--- src/rtl/if_fetch_stage_pkg.sv ---
`default_nettype none
// +-------------------------------------------------------------------+
// | if_fetch_stage_pkg : fetch constants and fetch-state encoding     |
// | Rev 1.0                                                           |
// +-------------------------------------------------------------------+
package if_fetch_stage_pkg;

  localparam logic [31:0] DEFAULT_RESET_PC = 32'h0000_0000;
  localparam logic [31:0] DEFAULT_NOP_INST = 32'h0000_0013;

  typedef enum logic [1:0] {
    FS_REQ  = 2'd0,
    FS_WAIT = 2'd1,
    FS_DROP = 2'd2
  } fetch_state_t;

endpackage
`default_nettype wire

--- src/rtl/if_fetch_stage.sv ---
`default_nettype none
// +-------------------------------------------------------------------+
// | if_fetch_stage : PC, one-outstanding imem requester, F/D register |
// | Rev 1.0                                                           |
// +-------------------------------------------------------------------+
module if_fetch_stage
  import if_fetch_stage_pkg::*;
#(
  parameter logic [31:0] RESET_PC = DEFAULT_RESET_PC,
  parameter logic [31:0] NOP_INST = DEFAULT_NOP_INST
) (
  input  logic        clk,
  input  logic        rst,
  input  logic        pc_stall,
  input  logic        f_d_stall,
  input  logic        f_d_flush,
  input  logic        redirect_valid,
  input  logic [31:0] redirect_pc,
  output logic        imem_req,
  output logic [31:0] imem_addr,
  input  logic        imem_ready,
  input  logic        imem_rvalid,
  input  logic [31:0] imem_rdata,
  output logic        f_d_valid,
  output logic [31:0] f_d_pc,
  output logic [31:0] f_d_inst
);

  fetch_state_t state, state_next;
  logic [31:0]  pc;
  logic [31:0]  req_pc;
  logic         hold_valid;
  logic [31:0]  hold_pc;
  logic [31:0]  hold_inst;
  logic         can_issue;
  logic         handshake;
  logic         resp_live;

  assign can_issue = !pc_stall && !redirect_valid && (!hold_valid || !f_d_stall);
  assign handshake = imem_req && imem_ready;
  assign resp_live = (state == FS_WAIT) && imem_rvalid;
  assign imem_addr = pc;

  always_ff @(posedge clk or posedge rst) begin
    if (rst) state <= FS_REQ;
    else     state <= state_next;
  end

  always_comb begin
    state_next = state;
    case (state)
      FS_REQ:  if (handshake) state_next = FS_WAIT;
      FS_WAIT: if (imem_rvalid) state_next = handshake ? FS_WAIT : FS_REQ;
      FS_DROP: if (imem_rvalid) state_next = FS_REQ;
      default: state_next = FS_REQ;
    endcase
    // A response landing in the redirect cycle retires the outstanding request.
    if (redirect_valid)
      state_next = (state != FS_REQ && !imem_rvalid) ? FS_DROP : FS_REQ;
  end

  always_comb begin
    imem_req = 1'b0;
    if (!rst && can_issue)
      imem_req = (state == FS_REQ) || (state == FS_WAIT && imem_rvalid);
  end

  always_ff @(posedge clk or posedge rst) begin
    if (rst) begin
      pc         <= RESET_PC;
      req_pc     <= RESET_PC;
      hold_valid <= 1'b0;
      hold_pc    <= 32'h0;
      hold_inst  <= NOP_INST;
      f_d_valid  <= 1'b0;
      f_d_pc     <= 32'h0;
      f_d_inst   <= NOP_INST;
    end else begin
      if (redirect_valid) pc <= redirect_pc;
      else if (handshake) pc <= pc + 32'd4;

      if (handshake) req_pc <= pc;

      if (redirect_valid || f_d_flush) begin
        f_d_valid <= 1'b0;
        f_d_inst  <= NOP_INST;
        if (redirect_valid) hold_valid <= 1'b0;
      end else if (!f_d_stall) begin
        if (hold_valid) begin
          f_d_valid  <= 1'b1;
          f_d_pc     <= hold_pc;
          f_d_inst   <= hold_inst;
          hold_valid <= resp_live;
          if (resp_live) begin
            hold_pc   <= req_pc;
            hold_inst <= imem_rdata;
          end
        end else if (resp_live) begin
          f_d_valid <= 1'b1;
          f_d_pc    <= req_pc;
          f_d_inst  <= imem_rdata;
        end else begin
          f_d_valid <= 1'b0;
          f_d_inst  <= NOP_INST;
        end
      end else if (resp_live) begin
        hold_valid <= 1'b1;
        hold_pc    <= req_pc;
        hold_inst  <= imem_rdata;
      end
    end
  end

`ifndef SYNTHESIS
  // No request is outstanding in REQ, so a response there is a memory protocol error.
  always @(posedge clk) begin
    if (!rst) assert (!(imem_rvalid && state == FS_REQ));
  end
`endif

endmodule
`default_nettype wire
--- config.mk ---
export PLATFORM = sky130hd
export DESIGN_NAME = if_fetch_stage
export DESIGN_NICKNAME = d
export VERILOG_FILES = /design/src/rtl/if_fetch_stage_pkg.sv /design/src/rtl/if_fetch_stage.sv
export SDC_FILE = /design/constraint.sdc
export NUM_CORES = 1
export LEC_CHECK = 0
export ABC_AREA = 1
export CAP_MARGIN = 5
export CORE_MARGIN = 4
export CORE_UTILIZATION = 47
export CTS_CLUSTER_SIZE = 24
export DETAILED_ROUTE_END_ITERATION = 7
export GPL_ROUTABILITY_DRIVEN = 0
export PLACE_DENSITY = 0.73
export SLEW_MARGIN = 20
export SYNTH_ARGS = -nofsm -noshare
export SYNTH_HDL_FRONTEND = slang
export SYNTH_SLANG_ARGS = --single-unit
--- constraint.sdc ---
create_clock -name clk -period 10 [get_ports clk]
set_clock_uncertainty 0.05 [all_clocks]
set_input_delay 2 -clock clk [delete_from_list [all_inputs] [get_ports clk]]
set_output_delay 2 -clock clk [all_outputs]
set_load 0.02 [all_outputs]
==> flow_summary.json <==
{
  "status": "complete, no violations",
  "post-place-ws_ps": 3814,
  "ctsHoldBuffers": 0,
  "antennaDiodeCount": 0,
  "dp_hpwl_mm": 15.02,
  "ios": 170,
  "ys_async_sr_fraction": 1.000,
  "vdd_drop_max_mv": 0.1210,
  "maxSlewHeadroom": 0.2710,
  "yosysTopAreaCellShare": 0.5186,
  "post_cts_buffers": 0,
  "grt_usage": 0.2129,
  "wl_per_cell_um": 14.67,
  "synth_edf_count": 0,
  "synth-seq-area-share": 0.5358,
  "clkSinkCount": 196,
  "finalCriticalPeriod_ps": 6138,
  "ys_ff_latch": 196,
  "path_cells": "clkdlybuf4s50_1 -> inv_8 -> nand3_1 -> nor2_1 -> clkdlybuf4s50_1",
  "drv_cap": 0,
  "cp.arrival_ps": 4090,
  "cts_made_buffers": 17,
  "vias": 7695,
  "antenna_found_initial": 0,
  "initial_core_util": 0.4837,
  "clkSlewWorstSetupHoldPaths_ps": 70,
  "leakagePower_nw": 5.260,
  "setup_slack_ps": 3862,
  "synth_nets": 1213,
  "viasPerCell": 4.974,
  "nFillCells": 1722,
  "syn2layout_area_growth_pct": 25.12,
  "postRouteWirelength_mm": 22.69,
  "grt_max_degree": 118,
  "postSynthCellCount": 1140,
  "design_area_um2": 11470,
  "drc": 0,
  "min_period_over_period": 0.6138,
  "ant_nets": 0,
  "cp_top_family": "buffers and inverters",
  "drtIter0Drc": 460,
  "yosysMostFrequentCell": "nand2_1",
  "syn_area_um2": 9169,
  "min-delay-path-class": "reg -> reg",
  "total_power_mw": 2.069,
  "synth-main-ff-cell": "dfrtp_1",
  "timing.critical_path.mode_cell": "clkdlybuf4s50_1",
  "report.final.hold_viol_count": 0,
  "place_area_um2": 10880,
  "critPathMaxStageDelay_ps": 610,
  "slew_viol_final": 0,
  "path_buf_inv": 3,
  "drive_above_1_share": 0.05128,
  "overflow": 0,
  "cts_resized": 0,
  "cts_tree": "done",
  "die_w_um": 147.7,
  "coreArea_um2": 18960,
  "row_count": 50,
  "tns_ps": 0,
  "yosysTopAreaCell": "dfrtp_1",
  "insertion_delay_ps": 430,
  "critPathRequiredTime_ps": 7950,
  "nets": 1349,
  "tightest_slew_ps": 1093,
  "hold_slack_ps": 425.4,
  "end_kind": "primary output",
  "root_buffer": "clkbuf_16",
  "syn_area_per_cell_um2": 8.043,
  "path_class": "in -> out",
  "first_pass_iters": 7,
  "die_h_um": 147.7,
  "yosys-top-cells-count": "nand2_1 (348), dfrtp_1 (190), inv_1 (117)",
  "synthTopCellsByArea": "dfrtp_1 (52%), nand2_1 (14%), inv_1 (4.8%), nand3_1 (4.3%), nor2_1 (4.0%)",
  "dieArea_um2": 21810,
  "setup-violations-final": 0,
  "clock.fmax_ghz": 0.1629,
  "worstPathMaxFanout": 117,
  "cp-start-kind": "input pin",
  "synth_warnings": 0,
  "cts_max_level": 4,
  "clockBufferDepth": 2,
  "grt_pass1_vias": 7358,
  "cp_slowest_cell": "clkdlybuf4s50_1",
  "rsz0062_at_grt": "false",
  "power.density_nw_per_um2": 180.4,
  "port_buffers": 169,
  "post_synth_num_cell_types": 37,
  "grt_pass1_wl_mm": 37.57
}
==> worst min-delay path: cells and delay by family, from the launching register on <==
| family | cells | cell delay [ps] |
|---|---|---|
| flip-flops | 1 | 370 |
| AND/OR/NAND/NOR | 1 | 50 |
| AO/OA/AOI/OAI | 1 | 50 |
==> path summary, 6_finish.rpt <==
check | slack [ps] | startpoint | cells after the start | end
worst max-delay path | 3860 | rst | 5 | imem_req
max in group asynchronous | 6570 | rst | 3 | hold_valid
worst min-delay path | 430 | hold_inst[0] | 2 | hold_inst[0]
min in group asynchronous | 2090 | rst | 2 | f_d_pc[4]
worst min register to register | 430 | hold_inst[0] | 2 | hold_inst[0]
worst max register to register | 6310 | hold_valid | 6 | f_d_inst[6]
==> layout by cell type, fill, tap and decap left out, types with 2 or more instances in the layout <==
cell,synthesis,final
dfstp_2,6,6
clkbuf_16,0,17
a21oi_1,32,32
dfrtp_1,190,189
buf_4,9,6
clkbuf_1,20,2
inv_1,117,115
o21ai_0,68,68
and2_1,3,3
nand4_1,2,2
o21bai_1,6,6
bufinv_16,0,3
inv_2,6,7
xnor2_1,2,2
clkinv_2,0,3
clkbuf_8,0,2
o22ai_1,2,2
nor3_1,4,4
nor2_2,3,4
nand2_2,4,4
clkdlybuf4s50_1,0,169
nand3_1,78,78
o21ai_1,66,66
nor2_4,3,3
a31oi_1,32,32
clkinvlp_4,0,2
nand2_1,348,348
nor2_1,98,97
==> metrics by stage <==
stage / util / cells
2_1_floorplan: - / 1140
3_3_place_gp: 0.5739 / 1517
3_5_place_dp: 0.5739 / 1517
4_1_cts: 0.6050 / 1547
5_1_grt: 0.6052 / 1547
6_report: 0.6052 / 1547
==> logic make-up (layout without fill, tap and decap cells) <==
kind of cell | count (synthesis) | count (layout) | synth area share
compound gates | 212 | 212 | 0.1254
buf+inv | 182 | 329 | 0.09170
simple gates | 546 | 546 | 0.2429
fa+ha+maj | 1 | 1 | 0.001364
flops | 196 | 196 | 0.5358
xor+xnor | 3 | 3 | 0.002866
==> area by class of cell <==
type / count / area (um2) / share of cell area
clock buffer: 21 / 460.4 / 0.04014
clock inverter: 9 / 128.9 / 0.01123
inverter: 123 / 469.2 / 0.04090
multi-input combinational: 762 / 3427 / 0.2987
sequential: 196 / 4913 / 0.4283
tap: 260 / 325.3 / 0.02836
timing repair buffer: 176 / 1748 / 0.1524
==> metal layers <==
| layer | wire length (um) | part of all wire | track usage | up-vias |
|---|---|---|---|---|
| met2 | 10130 | 0.45 | 0.3278 | 255 |
| met5 | 0 | 0 | 0 | - |
| li1 | - | - | - | 3901 |
| met4 | 290 | 0.013 | 0.05871 | 0 |
| met3 | 1542 | 0.068 | 0.04660 | 18 |
| met1 | 10730 | 0.47 | 0.3062 | 3521 |
==> power by group <==
group          internal (mW)  switching, mW
Sequential             0.900         0.0826
Clock                  0.404          0.289
Combinational          0.180          0.214
==> state kept, by name, indices dropped and copies added, names as in the netlist <==
signal,count
f_d_inst,32
f_d_pc,32
f_d_valid,1
hold_inst,32
hold_pc,32
hold_valid,1
imem_addr,32
req_pc,32
state,2
(Power assumes the default switching activity.)
